## src/rtl/reg_bank_stack_pkg.sv

```systemverilog
// Shared CPU definitions: stack command encodings and register-bank sizing helpers.
package reg_bank_stack_pkg;

  // Stack-pointer commands, shared by the control unit and the register bank.
  typedef enum logic [1:0] {
    SP_NOP   = 2'b00,
    SP_PUSH  = 2'b01,
    SP_POP   = 2'b10,
    SP_ENTER = 2'b11
  } sp_op_e;

  // Address width for a bank of n registers, never narrower than one bit.
  function automatic int addr_w_f(input int n);
    return (n > 1) ? $clog2(n) : 1;
  endfunction

endpackage

```

## src/rtl/reg_bank_stack_stack_ctrl.sv

```systemverilog
// SP/FP update requests and the sticky stack error flag.
module stack_ctrl
  import reg_bank_stack_pkg::*;
#(
  parameter int              DATA_W   = 8,
  parameter logic [DATA_W-1:0] SP_RESET = '1
) (
  input  logic              clk,
  input  logic              rst,
  input  logic [1:0]        sp_op,
  input  logic [DATA_W-1:0] sp_cur,
  input  logic              wr_sp,
  input  logic              wr_fp,
  input  logic              err_clr,
  output logic              sp_upd,
  output logic [DATA_W-1:0] sp_nxt,
  output logic              fp_upd,
  output logic              stack_err
);

  sp_op_e op;
  logic   err_set;
  logic   err_d;
  logic   err_q;

  assign op = sp_op_e'(sp_op);

  // Decide the SP/FP update; a general write to the same target discards the command.
  always_comb begin
    sp_upd  = 1'b0;
    sp_nxt  = sp_cur;
    fp_upd  = 1'b0;
    err_set = 1'b0;
    unique case (op)
      SP_PUSH: if (!wr_sp) begin
        if (sp_cur == '0) err_set = 1'b1;
        else begin
          sp_upd = 1'b1;
          sp_nxt = sp_cur - 1'b1;
        end
      end
      SP_POP: if (!wr_sp) begin
        if (sp_cur == SP_RESET) err_set = 1'b1;
        else begin
          sp_upd = 1'b1;
          sp_nxt = sp_cur + 1'b1;
        end
      end
      SP_ENTER: if (!wr_fp) fp_upd = 1'b1;
      default: ;
    endcase
    // A new error outranks a simultaneous clear.
    err_d = err_set | (err_q & ~err_clr);
  end

  // Sticky error register.
  always_ff @(posedge clk) begin
    if (rst) err_q <= 1'b0;
    else     err_q <= err_d;
  end

  assign stack_err = err_q;

endmodule

```

## src/rtl/reg_bank_stack.sv

```systemverilog
// Register bank with two combinational read ports, one write port, and SP/FP stack support.
module reg_bank_stack
  import reg_bank_stack_pkg::*;
#(
  parameter int                DATA_W   = 8,
  parameter int                NREGS    = 8,
  parameter int                SP_IDX   = 4,
  parameter int                FP_IDX   = 5,
  parameter logic [DATA_W-1:0] SP_RESET = '1,
  parameter int                BYPASS   = 1,
  localparam int               ADDR_W   = addr_w_f(NREGS)
) (
  input  logic              clk,
  input  logic              rst,
  input  logic [ADDR_W-1:0] rd_addr1,
  input  logic [ADDR_W-1:0] rd_addr2,
  output logic [DATA_W-1:0] out_1,
  output logic [DATA_W-1:0] out_2,
  input  logic              write_enable,
  input  logic [ADDR_W-1:0] write_addr,
  input  logic [DATA_W-1:0] write_data,
  input  logic [1:0]        sp_op,
  output logic [DATA_W-1:0] sp_out,
  output logic              stack_err,
  input  logic              err_clr
);

  // Refuse to elaborate with overlapping or out-of-range SP/FP indices.
  if (SP_IDX == FP_IDX || SP_IDX >= NREGS || FP_IDX >= NREGS || SP_IDX < 0 || FP_IDX < 0) begin : g_bad_idx
    $error("reg_bank_stack: SP_IDX and FP_IDX must be distinct and below NREGS");
  end

  logic [DATA_W-1:0] regs_q [NREGS];
  logic [DATA_W-1:0] regs_d [NREGS];
  logic              wr_ok;
  logic              wr_sp;
  logic              wr_fp;
  logic              sp_upd;
  logic              fp_upd;
  logic [DATA_W-1:0] sp_nxt;

  assign wr_ok = write_enable && (int'(write_addr) < NREGS);
  assign wr_sp = wr_ok && (int'(write_addr) == SP_IDX);
  assign wr_fp = wr_ok && (int'(write_addr) == FP_IDX);

  stack_ctrl #(
    .DATA_W   (DATA_W),
    .SP_RESET (SP_RESET)
  ) u_stack_ctrl (
    .clk       (clk),
    .rst       (rst),
    .sp_op     (sp_op),
    .sp_cur    (regs_q[SP_IDX]),
    .wr_sp     (wr_sp),
    .wr_fp     (wr_fp),
    .err_clr   (err_clr),
    .sp_upd    (sp_upd),
    .sp_nxt    (sp_nxt),
    .fp_upd    (fp_upd),
    .stack_err (stack_err)
  );

  // Next register contents: general write plus whichever stack update survived arbitration.
  always_comb begin
    for (int i = 0; i < NREGS; i++) begin
      // NOTE: every combinational output gets a default first so no path leaves it unassigned (no latch).
      regs_d[i] = regs_q[i];
      if (wr_ok && int'(write_addr) == i) regs_d[i] = write_data;
    end
    if (sp_upd) regs_d[SP_IDX] = sp_nxt;
    if (fp_upd) regs_d[FP_IDX] = regs_q[SP_IDX];
  end

  // Register storage.
  always_ff @(posedge clk) begin
    for (int i = 0; i < NREGS; i++) begin
      // NOTE: this bank is small flop storage with a defined reset image, so every entry is reset;
      // a RAM-based bank would not be. Sequential state uses non-blocking assignments only.
      if (rst) regs_q[i] <= (i == SP_IDX) ? SP_RESET : '0;
      else     regs_q[i] <= regs_d[i];
    end
  end

  // Read muxes; unimplemented addresses return zero, bypass covers the general write port only.
  always_comb begin
    out_1 = '0;
    out_2 = '0;
    for (int i = 0; i < NREGS; i++) begin
      if (int'(rd_addr1) == i)
        out_1 = (BYPASS != 0 && wr_ok && write_addr == rd_addr1) ? write_data : regs_q[i];
      if (int'(rd_addr2) == i)
        out_2 = (BYPASS != 0 && wr_ok && write_addr == rd_addr2) ? write_data : regs_q[i];
    end
  end

  assign sp_out = regs_q[SP_IDX];

endmodule

```

## config.mk

```make
export PLATFORM = sky130hd
export DESIGN_NAME = reg_bank_stack
export DESIGN_NICKNAME = d
export VERILOG_FILES = /design/src/rtl/reg_bank_stack_pkg.sv /design/src/rtl/reg_bank_stack_stack_ctrl.sv /design/src/rtl/reg_bank_stack.sv
export SDC_FILE = /design/constraint.sdc
export NUM_CORES = 1
export LEC_CHECK = 0
export CAP_MARGIN = 20
export CORE_AREA = 2 2 125 97
export CTS_CLUSTER_DIAMETER = 200
export DETAILED_ROUTE_END_ITERATION = 7
export DIE_AREA = 0 0 127 99
export GPL_TIMING_DRIVEN = 0
export HOLD_SLACK_MARGIN = 0.12
export PLACE_DENSITY = 0.61
export SETUP_SLACK_MARGIN = 0.3
export SLEW_MARGIN = 40
export SYNTH_ARGS = -nofsm -noshare
export SYNTH_HDL_FRONTEND = slang
export SYNTH_SLANG_ARGS = --single-unit
export TNS_END_PERCENT = 100
```

## constraint.sdc

```tcl
create_clock -name clk -period 2.5 [get_ports clk]
set_clock_uncertainty 0.05 [all_clocks]
set_input_delay 0.5 -clock clk [delete_from_list [all_inputs] [get_ports clk]]
set_output_delay 0.5 -clock clk [all_outputs]
set_load 0.02 [all_outputs]
```

==> results of run 1 <==
worst max-delay path: stages:
cell       delay (ns)
buf_12           0.11
xor2_4           0.18
or4b_4           0.61
buf_12           0.17
nand3_2          0.06
nand2_1          0.05
a221o_1          0.33
a2bb2oi_2        0.18
buf_4            0.17
worst max path at each step:
stage / to / slack, ns / cells past startpoint
after global placement: out_1[1] / -1.48 / 9
after CTS: out_1[1] / -0.40 / 9
after global routing: out_1[4] / -0.46 / 9
after floorplan: out_1[4] / -0.10 / 8
after detailed placement: out_1[7] / -1.51 / 9
final: out_1[4] / -0.42 / 9
cells in the final DEF, fill, tap and decap left out, types with 4 or more instances in the layout:
master             n
xnor2_1            5
clkbuf_2           9
buf_6             24
a221o_1            7
buf_8              5
ha_1               5
nor2_1            46
a2bb2oi_2          7
clkbuf_16         11
buf_12            10
mux2i_1           34
o21ai_0            8
dfxtp_2            7
clkbuf_1          12
a21oi_2           13
clkdlybuf4s50_1   18
o22ai_1            5
nand2b_1           6
dfxtp_1           57
mux4_2            16
ha_4               4
inv_1              4
nand3_1            6
a21oi_1           52
a211oi_1          16
nand4_1            4
nand2_1          108
buf_4             42
o21ai_1            7
nand3_2            6
nor2b_1           12
nor3_1             9
stage by stage:
stage               hold WS, ns  setup slack (ns)
floorplan                 0.392            -0.104
global placement          0.405             -1.48
detailed placement        0.410             -1.51
CTS                       0.419            -0.396
global route              0.433            -0.457
finish                    0.423            -0.421
synth_stat cells (2+ instances only):
cell type	n	area (um2)
a211o_1	2	17.5
a211oi_1	16	120
a21o_1	2	15.0
a21oi_1	65	325
a221o_1	7	70.1
a2bb2oi_1	7	61.3
buf_1	3	11.3
buf_2	11	55.1
buf_4	9	67.6
buf_6	4	45.0
clkbuf_1	26	97.6
dfxtp_1	65	1300
ha_1	9	113
inv_1	6	22.5
mux2_2	3	33.8
mux2i_1	37	370
mux4_2	16	360
nand2_1	108	405
nand2b_1	7	43.8
nand3_1	6	30.0
nand3_2	6	60.1
nand4_1	4	25.0
nand4b_1	2	17.5
nor2_1	49	184
nor2b_1	12	75.1
nor3_1	12	60.1
nor3b_1	2	15.0
o21ai_0	14	70.1
o21bai_1	2	15.0
o22ai_1	7	43.8
or4_4	2	22.5
xnor2_1	7	61.3
xor2_1	6	52.6
flip-flops by register name, indices dropped and copies added (netlist names):
signal,flops
u_stack_ctrl.stack_err,1
regs_q,64
routing by layer:
metal,up-vias,GRT usage,wire [um]
met5,-,0,0
met4,0,0.0913,293
met3,29,0.0646,1860
met2,242,0.369,6860
met1,2237,0.383,7310
li1,2133,-,-
kinds of logic (layout without fill, tap and decap cells):
group,count (synthesis),in the layout,share of synthesized area
fa+ha+maj,10,10,0.0299
buf+inv,59,154,0.0675
simple gates,217,217,0.226
flops,65,65,0.294
compound gates,130,130,0.182
mux,57,57,0.175
xor+xnor,13,13,0.0257
power by group:
part	switching [mW]	internal (mW)	total, mW
Sequential	0.0659	1.08	1.15
Clock	0.486	0.995	1.48
Combinational	0.497	0.477	0.973
cell type report:
cell class	count	area (um2)
plain buffers	53	454
clock buffers	10	239
clock inverters	6	105
fillers	995	4990
inverters	6	35.0
multi-input cells	427	3170
flip-flops and latches	65	1310
well taps	144	180
repair buffers	79	830
timing repair:
| item | in CTS | in global routing |
|---|---|---|
| pin swaps | 19 | 31 |
| gates cloned | 1 | 0 |
| setup buffers | 20 | 17 |
| resized for setup | 195 | 53 |
| setup endpoints to repair | 34 | 32 |
==> metrics.md, run 1 <==
| Metric | Value |
|---|---|
| PD cells | `570 mW/mm2` |
| Grt total ovfl | `0` |
| Tightest Pin Transition | `0.852 ns` |
| Slack of the worst reg-to-reg path | `roughly 0.40 ns` |
| Worst Hold Class | `flop to flop` |
| Die height | `between 90 and 100 um` |
| Final Hold Fails | `0` |
| RR Startpoint | `regs_q[1][4]$_SDFFE_PP1P_` |
| Final instance area | `0.00632 mm2` |
| Vias | `around 4.6k` |
| Total Power | `~3.6 mW` |
| Slew Viols, Final | `0` |
| Slew Limit Headroom | `0.432` |
| DR DRC count | `0` |
| Inst Count DP | `736` |
| CTS tree | `built` |
| Worst setup EP type | `output pin` |
| RSZ-0062 raised after global routing | `yes` |
| First-pass GRT wire length | `approximately 25000 um` |
| Htree depth | `3` |
| Mapped Avg Cell Area | `around 8 um2` |
| DP Area | `between 0.005 and 0.006 mm2` |
| Reg2Reg Depth | `8` |
| Fin crit share | `1.17` |
| Setup TNS | `-2.89 ns` |
| R2r endpoint | `regs_q[1][2]$_SDFFE_PP1P_` |
| CP startpoint | `rd_addr1[2]` |
| Die area | `approximately 0.013 mm2` |
| Worst hold start | `regs_q[1][24]$_SDFFE_PP0P_` |
| Cell row count | `34` |
| RePlAce Congestion | `approximately 0.94` |
| Clock sinks | `between 60 and 70` |
| Crit path required time | `between 1.5 and 2 ns` |
| Leakage | `2.44 nW` |
| Post-Synthesis Cells | `between 500 and 600` |
| Inserted Clock Buffers | `9` |
| Vias in the first global route | `around 4.4k` |
| Worst Path Max Fanout | `5` |
| Router iterations before antenna repair | `5` |
| Setup-failing EPs final | `8` |
| Startpoint Class | `input pin` |
| Mapped Nets | `between 500 and 600` |
| Largest net degree at the start of global routing | `12` |
| Final worst slack | `-0.421 ns` |
| Yosys Warn Count | `0` |
| Routed len/inst | `between 20 and 25 um` |
| Ant. Diodes | `0` |
| Final cell count without fillers | `between 700 and 800` |
| Insertion delay to the later sink of the worst-skew pair | `roughly 0.35 ns` |
| Io pins | `48` |
| Seq/Total Area, Yosys | `0.294` |
| ANT nets after route | `0` |
| Clock slew seen by the registers of the worst setup and hold paths | `~0.05 ns` |
| Initial DRC count | `between 600 and 700` |
| Failing checks | `setup timing` |
| Commonest register cell after synthesis | `dfxtp_1` |
| Status | `finished with violations` |
| Initial antenna violation count | `0` |
| DP Wirelength | `about 11000 um` |
| Nets | `just under 700` |
| Kind of critical path | `input pin to output pin` |
| Yosys cell types | `50` |
| Root Buffer | `clkbuf_16` |
| Layout cell share with drive strength beyond 1 | `0.317` |
| Worst path arrival time | `around 2.4 ns` |
| Number of flops mapped to enable cells by yosys | `0` |
| Netlist Area Pre-Place | `~0.0044 mm2` |
| Hold EP | `regs_q[1][24]$_SDFFE_PP0P_` |
| Clk buf depth | `2` |
| Core area | `0.0113 mm2` |
| Post-layout util | `0.559` |
| Minimum clock period | `2.92 ns` |
| PortBufs | `41` |
| Fmax | `between 300 and 400 MHz` |
| Synth Register Bits | `65` |
| DRT Wirelength | `~16000 um` |
| Die X | `approximately 130 um` |
| Asr flop ratio synth | `0` |
| GRT Total Usage | `0.260` |
| Vias per inst | `between 5 and 6` |
| Hold Buf Count CTS | `0` |
| Starting density of the core | `0.392` |
| Hold Path Depth | `2` |
| Worst vdd ir | `around 0.36 mV` |
| Area grow syn2layout | `42.8%` |
| Max cap viols | `0` |
No activity file was read; power rests on OpenSTA's default activity.
==> run 2, diff against run 1 <==
--- a/config.mk
+++ b/config.mk
@@ -6,10 +6,10 @@
 export NUM_CORES = 1
 export LEC_CHECK = 0
 export CAP_MARGIN = 20
-export CORE_AREA = 2 2 125 97
+export CORE_AREA = 2 2 133 103
 export CTS_CLUSTER_DIAMETER = 200
 export DETAILED_ROUTE_END_ITERATION = 7
-export DIE_AREA = 0 0 127 99
+export DIE_AREA = 0 0 135 105
 export GPL_TIMING_DRIVEN = 0
 export HOLD_SLACK_MARGIN = 0.12
 export PLACE_DENSITY = 0.61
@@ -17,5 +17,6 @@
 export SLEW_MARGIN = 40
 export SYNTH_ARGS = -nofsm -noshare
 export SYNTH_HDL_FRONTEND = slang
+export SYNTH_HIERARCHICAL = 1
 export SYNTH_SLANG_ARGS = --single-unit
 export TNS_END_PERCENT = 100
==> metrics.md, run 2 <==
| Metric | Value |
|---|---|
| Core area | `0.0128 mm2 (+13%)` |
| Metal3 WL | `1720 um (-7.5%)` |
| Startpoint Class | `input pin` |
| Switching Fraction | `0.341 (+0.0501)` |
| Largest net degree at the start of global routing | `14 (+2)` |
| First-pass GRT wire length | `29700 um (+19%)` |
| Htree depth | `3 (unchanged)` |
| Clk buf depth | `2 (unchanged)` |
| Cell with the most instances after synthesis | `nand2_1` |
| Clock Power Share | `0.330 (-0.081)` |
| Inst Count DP | `866 (+18%)` |
| Ant. Diodes | `0 (unchanged)` |
| Root Buffer | `clkbuf_16` |
| Yosys Warn Count | `6 (+6)` |
| Total Power | `3.80 mW (+5.6%)` |
| FF+latch area | `0.00131 mm2 (-0.48%)` |
| Wire length on met2 | `8440 um (+23%)` |
| Clock sinks | `65 (unchanged)` |
| Flop pwr share | `0.310 (-0.009)` |
| Crit path largest cell delay | `0.53 ns (-0.08 ns)` |
| Max cap viols | `0 (unchanged)` |
| Clock slew seen by the registers of the worst setup and hold paths | `0.05 ns (about the same)` |
| Post-Synthesis Cells | `656 (+19%)` |
| Vias | `5559 (+20%)` |
| Netlist Area Pre-Place | `0.00505 mm2 (+14%)` |
| Layout cell share with drive strength beyond 1 | `0.279 (-0.0380)` |
| Worst vdd ir | `0.332 mV (-7.8%)` |
| Post-layout util | `0.536 (-0.0234)` |
| Asr flop ratio synth | `0 (unchanged)` |
| Switch Pwr | `1.30 mW (+24%)` |
| Commonest cells post-synth | `nand2_1, dfxtp_1, a21oi_1` |
| Multi-input gate area | `0.00384 mm2 (+21%)` |
| Commonest register cell after synthesis | `dfxtp_1` |
| GRT Total Usage | `0.271 (+0.0102)` |
| Worst setup EP type | `output pin` |
| Starting density of the core | `0.395 (+0.00303)` |
| Initial antenna violation count | `0 (unchanged)` |
| Max layer used | `met4` |
| Layout fillers | `1181 (+19%)` |
| Post-synth top area share | `0.258 (-0.0359)` |
| Synth top area cells | `dfxtp_1, nand2_1, mux2i_1` |
| Failing checks | `setup timing` |
| DR DRC count | `0 (unchanged)` |
| Setup-failing EPs final | `15 (+7)` |
| Crit path required time | `1.95 ns (about the same)` |
| Grt total ovfl | `0 (unchanged)` |
| Slew Limit Headroom | `0.404 (-0.0286)` |
| Leakage | `2.58 nW (+5.6%)` |
| CTS tree | `built` |
| Io pins | `48 (unchanged)` |
| Area grow syn2layout | `35.7%` |
| Kind of critical path | `input pin to output pin` |
| Router iterations before antenna repair | `5 (unchanged)` |
| Buffers and inverters on the worst path | `4 (+1)` |
| Hold Buf Count CTS | `0 (unchanged)` |
| Top reg by flops | `regs_q` |
| Synth Register Bits | `65 (unchanged)` |
| Number of flip-flops in the largest register | `64 (unchanged)` |
| Smallest hold slack | `0.420 ns (-0.00237 ns)` |
| Yosys top cell by area | `dfxtp_1` |
| DP Wirelength | `13400 um (+22%)` |
| Top delay family on crit path | `compound AO/OA/AOI/OAI gates` |
| Die X | `135 um (+6.3%)` |
| Insertion delay to the later sink of the worst-skew pair | `0.34 ns (about the same)` |
| Die height | `105 um (+6.1%)` |
| CP startpoint | `write_addr[0]` |
| DP Area | `0.00586 mm2 (+14%)` |
| Yosys cell types | `61 (+22%)` |
| Pre-CTS setup slack | `-1.56 ns (-0.0535 ns)` |
| Worst hold start | `regs_q[0][7]$_SDFFE_PP0P_` |
| RePlAce Congestion | `0.946 (+1.1%)` |
| Die area | `0.0142 mm2 (+13%)` |
| Vias in the first global route | `5194 (+18%)` |
| CP Cell Sequence | `buf_12 -> xor2_4 -> or4b_4 -> buf_6 -> buf_12 -> o32ai_4 -> o221ai_2 -> a2bb2oi_2 -> buf_6` |
| Final cell count without fillers | `905 (+15%)` |
| PortBufs | `39 (-4.9%)` |
| Mapped Avg Cell Area | `7.69 um2 (-4.3%)` |
| DRT met1 WL | `8790 um (+20%)` |
| Initial DRC count | `578 (-6.0%)` |
| Worst Hold Class | `flop to flop` |
| Most common cell after layout, fill and taps aside | `nand2_1` |
| Fmax | `342 MHz (-0.12%)` |
| ANT nets after route | `0 (unchanged)` |
| Worst Path Max Fanout | `5 (unchanged)` |
| Routed len/inst | `21.3 um (+3.1%)` |
| Setup TNS | `-4.22 ns (-1.33 ns)` |
| Worst path arrival time | `2.37 ns (about the same)` |
| Int Pwr | `2.51 mW (-1.9%)` |
| RR Startpoint | `regs_q[1][0]$_SDFFE_PP1P_` |
| Vias per inst | `6.14 (+4.6%)` |
| Status | `finished with violations` |
| Seq/Total Area, Yosys | `0.258 (-0.0359)` |
| Final Hold Fails | `0 (unchanged)` |
| RSZ-0062 raised after global routing | `yes` |
| Fin crit share | `1.17 (+0.00135)` |
| Most frequent cells in the layout | `nand2_1, dfxtp_1, a21oi_1` |
| Final instance area | `0.00685 mm2 (+8.3%)` |
| DRT Wirelength | `19300 um (+18%)` |
| Tightest Pin Transition | `0.891 ns (+0.0396 ns)` |
| Final worst slack | `-0.425 ns (-0.00338 ns)` |
| Logic pwr share | `0.360 (+0.090)` |
| Mapped Nets | `684 (+17%)` |
| Nets | `757 (+12%)` |
| Minimum clock period | `2.92 ns (+0.00338 ns)` |
| Number of flops mapped to enable cells by yosys | `0 (unchanged)` |
| Inserted Clock Buffers | `9 (unchanged)` |
| Cell row count | `36 (+5.9%)` |
| PD cells | `555 mW/mm2 (-2.5%)` |
| Slew Viols, Final | `0 (unchanged)` |
| Critical path's slowest cell | `or4b_4` |
## run 2: cell types whose count changed after synthesis, moves of 8 or more
| cell | previous run | this run |
|---|---|---|
| clkbuf_1 | 26 | 42 |
| inv_1 | 6 | 14 |
| mux2_2 | 3 | 23 |
| mux2i_1 | 37 | 47 |
| mux4_2 | 16 | 4 |
| nand2_1 | 108 | 127 |
| nand2b_1 | 7 | 23 |
| nor2_1 | 49 | 36 |
| o21bai_1 | 2 | 15 |
| o221ai_1 | 0 | 8 |
## run 2: worst paths after layout
kind | endpoint | slack, ns | cells past startpoint
worst max-delay path | out_2[7] | -0.42 | 9
worst min-delay path | regs_q[0][7]$_SDFFE_PP0P_ | 0.42 | 2
worst max register to register | regs_q[1][1]$_SDFFE_PP1P_ | 0.38 | 7
worst min register to register | regs_q[0][7]$_SDFFE_PP0P_ | 0.42 | 2
## run 2: kinds of logic after synthesis
family / Yosys count / synth area share
mux: 75 / 0.165
xor+xnor: 6 / 0.0104
buf+inv: 79 / 0.0704
fa+ha+maj: 5 / 0.0124
flops: 65 / 0.258
simple gates: 251 / 0.235
compound gates: 175 / 0.249
## run 2: cell type report
class,instances,area share
repair buffers,62,0.0857
flip-flops and latches,65,0.191
inverters,14,0.00804
plain buffers,65,0.0800
clock inverters,1,0.00110
multi-input cells,512,0.561
clock buffers,15,0.0420
well taps,171,0.0312
## run 2: layer usage
layer  GRT usage  up-vias
li1            -     2500
met1       0.399     2703
met2       0.402      323
met3      0.0534       33
met4      0.0662        0
met5           0        -
## run 2: power by group through the flow
| stage | Combinational [mW] | Sequential [mW] | Clock (mW) |
|---|---|---|---|
| final | 1.37 | 1.18 | 1.25 |
| after global routing | 1.44 | 1.19 | 1.31 |
| after CTS | 1.30 | 1.18 | 1.25 |
| after detailed placement | 1.17 | 1.19 | 0 |
| after global placement | 1.16 | 1.19 | 0 |
| after floorplan | 0.831 | 1.16 | 0 |
## run 2: timing repair
action                                  in CTS  in global routing
buffers inserted                            21                  0
endpoints found under the setup margin      51                 34
gates resized for setup                    188                 27
hold endpoints to repair                     0                  0
gates cloned                                 2                  0
pin swaps                                   19                 10
## run 2: worst reg2reg max path: stages (launching register included)
cell      delay, ns
dfxtp_2        0.44
ha_1           0.31
nand4_1        0.18
or2_1          0.32
and3_1         0.18
a221o_1        0.29
mux2i_1        0.15
nand2b_1       0.07
==> run 3, diff against run 2 <==
--- a/config.mk
+++ b/config.mk
@@ -7,7 +7,6 @@
 export LEC_CHECK = 0
 export CAP_MARGIN = 20
 export CORE_AREA = 2 2 133 103
-export CTS_CLUSTER_DIAMETER = 200
 export DETAILED_ROUTE_END_ITERATION = 7
 export DIE_AREA = 0 0 135 105
 export GPL_TIMING_DRIVEN = 0
==> results of run 3 <==
Final layout, timing and power as in run 2 (identical DEF).
